$ cat src/rtl/note_sequencer.sv
// note_sequencer: rhythm-game chart player; emits one stored lane pattern per beat tick.
// Supports pause, loop-at-end and chart (re)loading while stopped.
module note_sequencer #(
    parameter int LANES = 5,
    parameter int DEPTH = 256,
    localparam int AW = $clog2(DEPTH)
) (
    input  logic             clk,
    input  logic             reset,
    input  logic             start,
    input  logic             pause,
    input  logic             loop_en,
    input  logic             tick,
    input  logic [AW:0]      song_len,
    input  logic             wr_en,
    input  logic [AW-1:0]    wr_addr,
    input  logic [LANES-1:0] wr_data,
    output logic [LANES-1:0] notes,
    output logic             note_valid,
    output logic [AW-1:0]    pos,
    output logic             busy,
    output logic             done
);
    typedef enum logic [1:0] {IDLE, PLAY, PAUSED, DONE} state_t;

    state_t           state_q;
    logic [AW-1:0]    pos_q;
    logic [LANES-1:0] notes_q;
    logic             note_valid_q;
    logic             done_q;
    logic [LANES-1:0] mem [DEPTH];
    logic [AW:0]      len_eff;
    logic             last_step;

    assign len_eff   = (song_len > (AW+1)'(DEPTH)) ? (AW+1)'(DEPTH) : song_len;
    // A shrunken song_len that leaves pos beyond the end also counts as the final step.
    assign last_step = ({1'b0, pos_q} + (AW+1)'(1)) >= len_eff;

    always_ff @(posedge clk) begin
        if (wr_en && (state_q == IDLE || state_q == DONE))
            mem[wr_addr] <= wr_data;
    end

    always_ff @(posedge clk or posedge reset) begin
        if (reset) begin
            state_q      <= IDLE;
            pos_q        <= '0;
            notes_q      <= '0;
            note_valid_q <= 1'b0;
            done_q       <= 1'b0;
        end else begin
            note_valid_q <= 1'b0;
            done_q       <= 1'b0;
            if (start) begin
                if (len_eff == '0) begin
                    state_q <= DONE;
                    done_q  <= 1'b1;
                end else begin
                    state_q <= PLAY;
                    pos_q   <= '0;
                    notes_q <= '0;
                end
            end else begin
                case (state_q)
                    PLAY: begin
                        if (pause) begin
                            state_q <= PAUSED;
                        end else if (tick) begin
                            notes_q      <= mem[pos_q];
                            note_valid_q <= 1'b1;
                            if (!last_step) begin
                                pos_q <= pos_q + 1'b1;
                            end else if (loop_en) begin
                                pos_q <= '0;
                            end else begin
                                state_q <= DONE;
                                done_q  <= 1'b1;
                            end
                        end
                    end
                    PAUSED: if (!pause) state_q <= PLAY;
                    default: ;
                endcase
            end
        end
    end

    assign notes      = notes_q;
    assign note_valid = note_valid_q;
    assign pos        = pos_q;
    assign done       = done_q;
    assign busy       = (state_q == PLAY) || (state_q == PAUSED);
endmodule

$ cat config.mk
export PLATFORM = sky130hd
export DESIGN_NAME = note_sequencer
export DESIGN_NICKNAME = d
export VERILOG_FILES = /design/src/rtl/note_sequencer.sv
export SDC_FILE = /design/constraint.sdc
export NUM_CORES = 1
export LEC_CHECK = 0
export CORE_MARGIN = 2
export CORE_UTILIZATION = 40
export CTS_CLUSTER_DIAMETER = 60
export CTS_CLUSTER_SIZE = 40
export DETAILED_ROUTE_END_ITERATION = 12
export PLACE_DENSITY_LB_ADDON = 0.12
export RECOVER_POWER = 25
export SLEW_MARGIN = 10
export SYNTH_ARGS = -nofsm -noshare
export SYNTH_HDL_FRONTEND = slang
export SYNTH_SLANG_ARGS = --single-unit
$ cat constraint.sdc
create_clock -name clk -period 7 [get_ports clk]
set_input_delay 0.7 -clock clk [delete_from_list [all_inputs] [get_ports clk]]
set_output_delay 0.7 -clock clk [all_outputs]
set_load 0.02 [all_outputs]
Word-level counts from Yosys, hierarchy flattened
Memories as Yosys holds them, arrays and structs flattened.
Cells that the tools add are included.
- register bits: 17
- memory bits (writable): 1280
- bits of input ports: 29
- output and inout port bits: 16
- logic and storage cells: 65
- memories kept: 1
- $add $sub $neg: 2
- magnitude comparators: 2
- eq/ne operators: 10
- muxes and demuxes: 34
- reduce and logical (&&, ||, !) cells: 11
- memory list (memory ; words ; width ; rd ports ; clocked after Yosys merged registers in ; write ports ; RTL line ; text):
    mem ; 256 ; 5 ; 1 ; 0 ; 1 ; 31 ; logic [LANES-1:0] mem [DEPTH];
- operator list (operator ; count):
    2-to-1 mux 8 bit ; 7
    2-to-1 mux 5 bit ; 5
    2-to-1 mux 2 bit ; 7
    2-to-1 mux 1 bit ; 13
    inequality test 4 bit (second input constant) ; 3
    AND reduction 5 bit ; 2
    adder 8 x 1 -> 9 bit (second input constant) ; 1
    >= comparator 9 bit ; 1
    > comparator 9 bit (second input constant) ; 1
    logical NOT 9 bit ; 1
    2-to-1 mux 9 bit ; 1
    adder 8 x 1 -> 8 bit (second input constant) ; 1
    inequality test 3 bit (second input constant) ; 2
    equality test 2 bit (second input constant) ; 2
    inequality test 2 bit (second input constant) ; 2
    one-hot mux 2 bit (2 select lines) ; 1
    AND reduction 4 bit ; 1
    nonzero test 2 bit ; 2
    nonzero test 3 bit ; 1
    equality test 2 x 1 -> 1 bit (second input constant) ; 1
    logical NOT 2 bit ; 1
    logical OR 1 bit ; 2
    logical AND 1 bit ; 1

Logic depth before layout (Yosys ltp)
Gate-level depths: netlist of run 1.
- word-level depth: 8
- depth in mapped cells: 15
- depth with buffers taken out: 11

Worst setup path after synthesis of run 1
OpenSTA, ideal clock, no wires.
- path type: register -> register
- start point: register pos_q[1], in the netlist pos[1]
- end point: register pos_q[0], in the netlist pos[0]
- setup time: 65 ps
- data arrival time: 3757 ps
- data required time: 6935 ps
- setup slack: 3178 ps
- stages on the path, launching flop included: 16
- path buffers: 6
- clock period less this slack: 3822 ps
- cells stage by stage: dfrtp_1 > buf_2 > buf_2 > buf_2 > buf_2 > buf_2 > buf_2 > nand4_1 > and2_1 > or2_2 > ha_1 > nand4_1 > o221a_2 > o21ai_0 > a21o_1 > mux2_2
- cells in the longest elaborated chain, start to end: 7
- elaborated cells between the ends (all ways): 9
- those cells by class: add/sub: 1; order compare: 1; eq/ne: 1; mux: 5; reduce/logical: 1
- RTL lines (item ; RTL line ; text):
    from (decl) ; 27 ; logic [AW-1:0] pos_q;
    from (signal assigned) ; 72 ; pos_q <= pos_q + 1'b1;
    adder 8 x 1 -> 9 bit (*) ; 37 ; assign last_step = ({1'b0, pos_q} + (AW+1)'(1)) >= len_eff;
    >= comparator 9 bit (*) ; 37 ;
    2-to-1 mux 8 bit ; 71 ; if (!last_step) begin
    2-to-1 mux 8 bit ; 68 ; end else if (tick) begin
    2-to-1 mux 8 bit ; 66 ; if (pause) begin
    2-to-1 mux 8 bit ; 64 ; case (state_q)
    2-to-1 mux 8 bit ; 54 ; if (start) begin
Mark *: on every way between the ends. The rest lies on a longest branch, timed or not. The select of a mux whose other input is x is not followed.
A chain may end at the register's enable or synchronous reset.

Final worst setup path of run 1
- start point: input port wr_data[1]
- end point: memory mem[127][1] (data pin)
- RTL lines (item ; RTL line ; text):
    from (decl) ; 17 ; input logic [LANES-1:0] wr_data,
    to (decl) ; 31 ;
Straight into the memory's write port.

==> results of run 1 <==
[synth_stat cells (all sizes together), types with 2 or more instances]
master / number
a211o: 5
a211oi: 2
a21o: 4
a21oi: 25
a221oi: 9
a22o: 11
a22oi: 50
a311o: 2
a31oi: 6
and2: 5
and3: 2
and4: 2
buf: 81
clkbuf: 61
dfrtp: 17
edfxtp: 1280
ha: 12
inv: 12
mux2: 14
mux2i: 68
mux4: 333
nand2: 73
nand2b: 2
nand3: 32
nand4: 7
nor2: 284
nor2b: 19
nor3: 12
nor3b: 2
nor4: 2
o211ai: 7
o21ai: 25
o221ai: 2
o22ai: 6
o31ai: 2
or2: 4
or3: 2
xnor2: 2
[sequential cells by signal, indices dropped and copies added (netlist names)]
name,count
done,1
pos,8
state_q,2
notes,5
note_valid,1
mem,1280
[worst min-delay path: cells and delay by family, from the launching register on]
family	cells	cell delay, ps
simple gates	2	130
flops	1	380
[stage by stage]
step	hold WS [ps]	area (µm²)	setup slack, ps	std cells	util (%)
6_report	536	57500	2060	4311	45.1
5_1_grt	593	57500	1620	4311	45.1
4_1_cts	414	57500	2800	4311	45.1
3_5_place_dp	532	53500	2830	4106	42.0
3_3_place_gp	515	53500	2840	4106	42.0
2_1_floorplan	506	51300	3180	2495	-
[placed cells by master, fill, tap and decap left out, types with 5 or more instances in the layout]
master / n
a221oi_1: 9
clkinv_8: 16
dfrtp_1: 13
buf_4: 37
mux4_1: 19
nand4_1: 7
a21oi_1: 25
clkbuf_1: 5
o21ai_0: 24
nand2_1: 73
clkinv_2: 8
o211ai_1: 7
mux4_2: 314
edfxtp_1: 1280
bufinv_16: 9
a22oi_1: 50
nor2_1: 283
o22ai_1: 6
inv_6: 18
buf_12: 9
nand3_1: 32
clkdlybuf4s50_1: 38
ha_1: 12
a22o_1: 11
a31oi_1: 6
mux2i_1: 68
inv_12: 8
inv_1: 11
mux2_2: 14
a211o_1: 5
clkbuf_16: 110
clkinvlp_4: 7
and2_1: 5
nor3_1: 10
clkinv_4: 10
inv_8: 14
nor2b_1: 17
[cell type report]
cell class	instances	share of cell area, %
flip-flops and latches	1297	67.6
well taps	1662	3.62
repair buffers	91	1.53
inverters	13	0.0893
clock inverters	92	2.05
clock buffers	113	4.84
multi-input cells	1043	20.2
[metal layers]
layer | vias up | wire length, µm | part of all wire, % | GRT usage, %
met5 | - | 0 | 0 | 0
met4 | 0 | 3280 | 2.4 | 5.70
met3 | 166 | 8460 | 6.3 | 3.62
met2 | 833 | 65600 | 49 | 33.8
met1 | 13500 | 56700 | 42 | 28.3
li1 | 10400 | - | - | -
[cell families (layout without fill, tap and decap cells)]
kind of cell / Yosys count / after routing / share of synthesized area [%]
compound gates: 162 / 162 / 2.19
xor+xnor: 3 / 3 / 0.0512
fa+ha+maj: 12 / 12 / 0.293
buf+inv: 155 / 309 / 1.66
flops: 1297 / 1297 / 75.7
mux: 415 / 415 / 16.4
simple gates: 451 / 451 / 3.70
[path summary, 6_finish.rpt]
check / end / depth (start not counted)
worst max-delay path: mem[127][1]$_DFFE_PP_ / 2
worst min-delay path: notes[4]$_DFFE_PP0P_ / 2
worst max register to register: state_q[0]$_DFFE_PP0P_ / 11
worst min register to register: notes[4]$_DFFE_PP0P_ / 2
max in group asynchronous: pos[0]$_DFFE_PP0P_ / 2
min in group asynchronous: pos[6]$_DFFE_PP0P_ / 2
[report_power, final]
part | switching [mW] | internal [mW]
clock | 3.20 | 3.43
combinational | 0.656 | 0.512
sequential | 0.0454 | 8.55
==> results.md, run 1 <==
- Status: finished with violations
- Failing checks: max-capacitance violations, max-slew violations
- Layout cell share with drive strength beyond 1: 22.4%
- Post-CTS Setup Inserts: 0
- Die width: 362 µm
- Synth area leaders: edfxtp_1, mux4_2, nor2_1
- Vias in the first global route: 25900
- Die Height: 362 µm
- Number of H-tree levels: 3
- HP Start: notes[4]$_DFFE_PP0P_
- Fmax: 0.202 GHz
- Max Cap Viol: 4
- Critical Setup Path Class: primary input to register
- Post-synth EDFFs: 1280
- Hold crit path type: register to register
- Cells after Synth: 2495
- Port Buffers: 44
- CP max stage cell: clkbuf_1
- Clk buf depth: 3
- Antenna violations before repair: 1
- DR WL/cell: 31.1 µm
- Cell variety after synth: 58
- #FFs+latches synth: 1297
- CTS tree: built
- First-pass GRT wire length: 192000 µm
- Vias per std cell: 5.77
- Die area: 131000 µm²
- GRT Total Usage: 20.5%
- TritonCTS Sinks: 1297
- Worst vdd ir: 0.000192 V
- Leading area contributor after synthesis: edfxtp_1
- Fin. Hold Viols: 0
- R2r setup slk: 2780 ps
- RSZ-0062 raised after global routing: false
- Reg2reg start: pos[2]$_DFFE_PP0P_
- Area of the multi-input gates: 11600 µm²
- Row count: 131
- Crit end category: register
- CP Launch Type: primary input
- Routed vias: 24900
- Starting Density: 40.2%
- Net count after synthesis: 2536
- Clock skew: 32.1 ps
- Ys async rst share: 1.31%
- Cts bufs inserted: 108
- Clk slew on worst S/H paths: 70 ps
- Period minus WS final: 4940 ps
- Hold-fix buffers, CTS: 0
- DR iter-0 viols: 2542
- Tcrit/Tclk final: 70.6%
- Area Growth Syn to Fin: 12.0%
- Post-DP HPWL: 82800 µm
- Final Max Tran Viols: 286
- Setup-failing EPs final: 0
- Largest net degree at the start of global routing: 205
- Top_reg_cell synth: edfxtp_1
- Final Power: 16.4 mW
- Register area share after synthesis: 75.7%
- Core region area: 128000 µm²
- Critical Path Start: wr_data[1]
- Total Wirelength: 134000 µm
- Critical Path, Cell by Cell: clkbuf_1 > clkbuf_2
- Cts repair resizes: 0
- Post-route setup TNS: 0 ps
- Slew at the pin closest to its max-slew limit: 4410 ps
- Gr ovfl total: 0
- Root Driver: clkbuf_16
- Slowest stage delay, CP: 2920 ps
- Nets: 2595
- WP buf/inv: 2
- Slew margin rel.: -194%
- Drt drc: 0
- Pwr Density: 285 nW/µm²
- Sequential cell area: 38900 µm²
- Avg Cell Area, Syn: 20.6 µm²
- Crit path max fanout: 88
- Number of I/O pins: 45
- Critical path's top delay family: buffers and inverters
- Drt pass-1 iters: 6
- Routability-driven placement congestion ratio: 0.827
- Critical Path RT: 7280 ps
- N_diodes: 0
- Pleak: 17.2 nW
- Clk Latency, worst-skew pair: 730 ps
- Share of the synthesized area in the top cell type: 74.9%
- Netlist Area Pre-Place: 51300 µm²
- Antenna-violating nets left: 0
- Yosys Warn Count: 0
- Filler Cell Count: 10700
- WP data arrival: 5220 ps
(Power assumes the default switching activity.)
==> inputs of run 2 (changes only) <==
clock period = 4.4 ns   (was 7 ns; I/O delays follow)
==> run 2 against run 1 <==
  * The flow still finishes with violations (max-capacitance violations, max-slew violations)
  * Clock skew decreased by 9.7 ps
  * Clock power is 54% higher
  * Setup slack worse by 1200 ps
  * Largest power group unchanged
==> results.md, run 2 (same netlist as run 1, synthesis figures left out) <==
- R2r setup slk: 860 ps (-1920 ps)
- Max Cap Viol: 5 (+1)
- N_diodes: 0 (unchanged)
- Row count: 131 (unchanged)
- Starting Density: 40.2% (unchanged)
- Core region area: 128000 µm² (unchanged)
- Slowest stage delay, CP: 730 ps (-2190 ps)
- CP Launch Type: register
- Pleak: 17.4 nW (+1.2%)
- WP data arrival: 4080 ps (-1140 ps)
- Period minus WS final: 3540 ps
- First-pass GRT wire length: 195000 µm (+1.5%)
- Reg2reg start: pos[0]$_DFFE_PP0P_
- Slew margin rel.: -127% (+67 points)
- Clk Latency, worst-skew pair: 730 ps (about the same)
- Worst vdd ir: 0.000275 V (+43%)
- Critical Path, Cell by Cell: buf_4 > buf_4 > mux4_2 > mux4_2 > nand3_1 > nand2_1 > nor3_1 > nand3_1
- Critical Path RT: 4950 ps (-2330 ps)
- Root Driver: clkbuf_16
- Max FFs per register: 1280 (unchanged)
- Die area: 131000 µm² (unchanged)
- Die Height: 362 µm (unchanged)
- Clk slew on worst S/H paths: 80 ps (about the same)
- Die width: 362 µm (unchanged)
- Crit path max fanout: 14 (-84%)
- Vias per std cell: 5.81 (+0.59%)
- Routed vias: 25300 (+1.5%)
- Setup-failing EPs final: 0 (unchanged)
- Cts bufs inserted: 104 (-3.7%)
- Final Max Tran Viols: 509 (+78%)
- DR WL/cell: 31.5 µm (+1.5%)
- Hold crit path type: primary input to async pin
- Status: finished with violations
- Final Power: 25.8 mW (+57%)
- Slew at the pin closest to its max-slew limit: 3410 ps (-1000 ps)
- Post-route setup TNS: 0 ps (unchanged)
- Vias in the first global route: 26000 (+0.19%)
- Drt drc: 0 (unchanged)
- Hold-fix buffers, CTS: 0 (unchanged)
- Antenna violations before repair: 4 (+3)
- Pwr Density: 446 nW/µm² (+57%)
- Number of H-tree levels: 3 (unchanged)
- Layout cell share with drive strength beyond 1: 23.5% (+1.1 points)
- Largest net degree at the start of global routing: 148 (-28%)
- Cts repair resizes: 0 (unchanged)
- Post-DP HPWL: 87500 µm (+5.7%)
- Failing checks: max-capacitance violations, max-slew violations
- Area Growth Syn to Fin: 12.6%
- Commonest non-fill, non-tap cell in the layout: edfxtp_1
- Gr ovfl total: 0 (unchanged)
- Routability-driven placement congestion ratio: 0.827 (about the same)
- Nets: 2642 (+1.8%)
- Post-CTS Setup Inserts: 0 (unchanged)
- Critical Path Start: pos[0]$_DFFE_PP0P_
- Port Buffers: 44 (unchanged)
- Antenna-violating nets left: 0 (unchanged)
- Biggest register: mem
- TritonCTS Sinks: 1297 (unchanged)
- GRT Total Usage: 21.0% (+0.41 points)
- Number of I/O pins: 45 (unchanged)
- CTS tree: built
- Total Wirelength: 137000 µm (+2.4%)
- Clock skew: 22.4 ps (-9.69 ps)
- Drt pass-1 iters: 7 (+1)
- Tcrit/Tclk final: 80.4%
- DR iter-0 viols: 2622 (+3.1%)
- RSZ-0062 raised after global routing: false
- CP max stage cell: dfrtp_4
- Fmax: 0.283 GHz
- Critical Setup Path Class: register to register
- Commonest cells after routing, fill and taps aside: edfxtp_1, mux4_2, nor2_1, clkbuf_16, buf_4
- Fin. Hold Viols: 0 (unchanged)
- Crit end category: register
- Clk buf depth: 3 (unchanged)
==> run 2: cell count changes in the layout (fill, tap and decap cells not counted), moves of 5 or more <==
| cell | previous run | this run |
|---|---|---|
| buf_4 | 37 | 78 |
| buf_12 | 9 | 19 |
| clkbuf_16 | 110 | 105 |
| clkinv_8 | 16 | 21 |
==> run 2: layout make-up <==
cell class                      count  area, µm²
Multi-Input combinational cell   1043      11600
Tap cell                         1662       2080
Timing Repair Buffer              142       1380
Clock inverter                     86       1160
Fill cell                       10700      69700
Inverter                           13       51.3
Clock buffer                      108       2640
Sequential cell                  1297      38900
==> run 2: power by group <==
part / internal (mW) / total, mW / leakage (nW) / switching [mW]
Combinational: 0.870 / 1.96 / 3.86 / 1.09
Clock: 5.06 / 10.2 / 1.83 / 5.15
Sequential: 13.6 / 13.6 / 11.7 / 0.0465
Total: 19.5 / 25.8 / 17.4 / 6.28
==> run 2: final timing paths <==
check                                          to  cells past startpoint
max in group asynchronous      pos[3]$_DFFE_PP0P_                      2
setup reg to reg             notes[1]$_DFFE_PP0P_                      8
min in group clk           state_q[0]$_DFFE_PP0P_                      2
setup / recovery             notes[1]$_DFFE_PP0P_                      8
hold reg to reg              notes[4]$_DFFE_PP0P_                      2
hold / removal                 pos[2]$_DFFE_PP0P_                      2
==> run 2: layer usage <==
metal / GRT usage [%] / part of all wire (%)
met5: 0 / 0
met4: 5.30 / 2.2
met3: 3.09 / 6.2
met2: 34.5 / 49
met1: 29.4 / 42
==> run 2: critical path: cells and delay by family, from the launching register on <==
kind	cells	cell delay, ps
buffers and inverters	2	690
DFF	1	730
muxes	2	1080
and+or+nand+nor	4	840
==> run 2: metrics by stage <==
stage / worst slack, ps / hold slack (ps) / utilization (%) / instances / area, µm²
6_report: 863 / 381 / 45.3 / 4351 / 57800
5_1_grt: 657 / 402 / 45.3 / 4351 / 57800
4_1_cts: 815 / 157 / 45.4 / 4351 / 57800
3_5_place_dp: 840 / 544 / 42.4 / 4157 / 54100
3_3_place_gp: 785 / 528 / 42.4 / 4157 / 54100
2_1_floorplan: 578 / 366 / - / 2495 / 51300
==> inputs of run 3 (changes only) <==
clock period = 3.3 ns   (was 4.4 ns; I/O delays follow)
==> run 3 against run 2 <==
  * Clock skew is 9.3 ps higher
  * Flip-flop and latch count stayed put
  * Highest routed layer is now met5
  * Sequential share of layout area fell by 1.9 points
  * Via count grew 3.0%
  * Critical path depth decreased by 1
  * The run still ends with max-capacitance violations, max-slew violations left
  * Core utilization rose by 1.3 points
  * Setup slack got worse by 770 ps
  * Global-route usage barely moved
==> results.md, run 3 (same netlist as run 1, synthesis figures left out) <==
- Design area: 59500 µm² (+2.9%)
- Die area: 131000 µm² (unchanged)
- RSZ-0062 raised after global routing: false
- Max Cap Viol: 8 (+3)
- Area of the multi-input gates: 11600 µm² (about the same)
- Nets: 2859 (+8.2%)
- Critical Path, Cell by Cell: buf_12 > buf_4 > mux4_2 > mux4_2 > a22oi_1 > a211o_1 > nand4_1
- Sequential cell area: 38900 µm² (about the same)
- Antenna violations before repair: 6 (+2)
- Status: finished with violations
- Final Power: 34.4 mW (+33%)
- R2r setup slk: 90 ps (-770 ps)
- Commonest cells after routing, fill and taps aside: edfxtp_1, mux4_2, nor2_1, buf_4, clkbuf_16
- Critical Path End: notes[4]$_DFFE_PP0P_
- Critical path depth: 7 (-1)
- First-pass GRT wire length: 196000 µm (+0.64%)
- Biggest register: mem
- Filler Cell Count: 10600 (-0.18%)
- Clk buf depth: 3 (unchanged)
- Slew margin rel.: -54.0% (+73 points)
- Critical Path RT: 3910 ps (-1040 ps)
- Post-route setup TNS: 0 ps (unchanged)
- N_diodes: 0 (unchanged)
- DR WL/cell: 29.8 µm (-5.4%)
- DR iter-0 viols: 2788 (+6.3%)
- Hold crit path type: primary input to async pin
- Seq pwr share: 52.8% (about the same)
- Slew at the pin closest to its max-slew limit: 2310 ps (-1100 ps)
- Vias per std cell: 5.69 (-2.1%)
- Port Buffers: 44 (unchanged)
- Pleak: 18.6 nW (+6.6%)
- Gr ovfl total: 0 (unchanged)
- Sw Ratio: 23.9% (-0.40 points)
- Commonest non-fill, non-tap cell in the layout: edfxtp_1
- Hold-fix buffers, CTS: 1 (+1)
- CTS tree: built
- Largest net degree at the start of global routing: 101 (-32%)
- Fin cells: 4576 (+5.2%)
- Pwr Density: 579 nW/µm² (+30%)
- Crit path max fanout: 26 (+12)
- Total Wirelength: 137000 µm (-0.50%)
- CP Launch Type: register
- Reg2reg start: pos[0]$_DFFE_PP0P_
- Area Growth Syn to Fin: 15.9%
- Core region area: 128000 µm² (unchanged)
- Clk Latency, worst-skew pair: 740 ps (about the same)
- Vias in the first global route: 26800 (+3.2%)
- Worst R2R Path Depth: 7 (-1)
- WP data arrival: 3820 ps (-260 ps)
- Cts bufs inserted: 110 (+5.8%)
- Antenna-violating nets left: 0 (unchanged)
- Root Driver: clkbuf_16
- Final Max Tran Viols: 622 (+22%)
- Failing checks: max-capacitance violations, max-slew violations
- Sw power: 8.25 mW (+31%)
- CP max stage cell: mux4_2
- Period minus WS final: 3210 ps (-328 ps)
- Routed vias: 26000 (+3.0%)
- # placed instances: 4367 (+5.1%)
- Worst vdd ir: 0.000410 V (+49%)
- Placed cell areas: 55800 µm² (+3.3%)
- Critical Setup Path Class: register to register
- Die Height: 362 µm (unchanged)
- Drt pass-1 iters: 5 (-2)
- Setup-failing EPs final: 0 (unchanged)
- Reg-to-reg critical path endpoint: notes[4]$_DFFE_PP0P_
- Gate power share: 7.8% (+0.2 points)
- Number of H-tree levels: 3 (unchanged)
- Starting Density: 40.2% (unchanged)
- Routability-driven placement congestion ratio: 0.863 (+4.5%)
- Critical Path Start: pos[0]$_DFFE_PP0P_
- Tcrit/Tclk final: 97.2% (+17 points)
- Clock skew: 31.7 ps (+9.32 ps)
- GRT Total Usage: 20.9% (-0.023 points)
- Number of I/O pins: 45 (unchanged)
- Clk slew on worst S/H paths: 70 ps (about the same)
- Cts repair resizes: 0 (unchanged)
- Die width: 362 µm (unchanged)
- Max FFs per register: 1280 (unchanged)
- Clock share of power: 39.4% (about the same)
- Place WS: 164 ps (-676 ps)
- Drt drc: 0 (unchanged)
- Crit end category: register
- Internal power: 26.2 mW (+34%)
- WP buf/inv: 2 (unchanged)
- Fmax: 0.312 GHz (+10%)
- Crit path top cell by count: mux4_2
- Slowest stage delay, CP: 520 ps (-210 ps)
- TritonCTS Sinks: 1297 (unchanged)
- Critical path's top delay family: multiplexers
- Fin. Hold Viols: 0 (unchanged)
- Row count: 131 (unchanged)
- Post-CTS Setup Inserts: 0 (unchanged)
- Post-DP HPWL: 88200 µm (+0.82%)
- Layout cell share with drive strength beyond 1: 29.2% (+5.6 points)
- Final setup margin: 90.8 ps (-772 ps)
==> run 3: area by class of cell <==
| class | count | area share, % |
|---|---|---|
| flip-flops and latches | 1297 | 65.3 |
| multi-input cells | 1043 | 19.5 |
| repair buffers | 353 | 5.13 |
| clock buffers | 115 | 4.69 |
| well taps | 1662 | 3.49 |
| clock inverters | 93 | 1.73 |
| inverters | 13 | 0.0862 |
==> run 3: metrics by stage <==
step / utilization [%] / hold WS (ps)
3_5_place_dp: 43.8 / 582
3_3_place_gp: 43.8 / 548
2_1_floorplan: - / 256
5_1_grt: 46.7 / 285
4_1_cts: 46.8 / 118
6_report: 46.7 / 259
==> run 3: layer usage <==
layer,up-vias,GRT usage (%),wire [µm]
met3,198,3.69,8730
met5,-,0,40
met4,4,6.48,3860
met2,899,33.6,65900
li1,11000,-,-
met1,14000,29.3,58000
==> run 3: how the worst min path moves through the flow <==
stage	from	to	slack, ps	cells after the start
after global routing	reset	notes[0]$_DFFE_PP0P_	290	2
after floorplan	reset	done$_DFF_PP0_	260	1
after detailed placement	state_q[0]$_DFFE_PP0P_	state_q[0]$_DFFE_PP0P_	580	2
after global placement	state_q[0]$_DFFE_PP0P_	state_q[0]$_DFFE_PP0P_	550	2
after CTS	reset	notes[0]$_DFFE_PP0P_	120	2
final	reset	notes[0]$_DFFE_PP0P_	260	2
==> run 3: worst register-to-register path, cell delays in order (launching register included) <==
cell	delay, ps
dfrtp_4	510
buf_12	240
buf_4	290
mux4_2	520
mux4_2	520
a22oi_1	480
a211o_1	370
nand4_1	140
==> run 3: power groups by stage <==
stage | Combinational, mW | Clock, mW | Sequential (mW)
3_3_place_gp | 2.73 | 0 | 18.5
4_1_cts | 2.77 | 13.9 | 18.2
3_5_place_dp | 2.76 | 0 | 18.5
2_1_floorplan | 1.70 | 0 | 18.5
6_report | 2.69 | 13.6 | 18.2
5_1_grt | 2.87 | 14.5 | 18.2
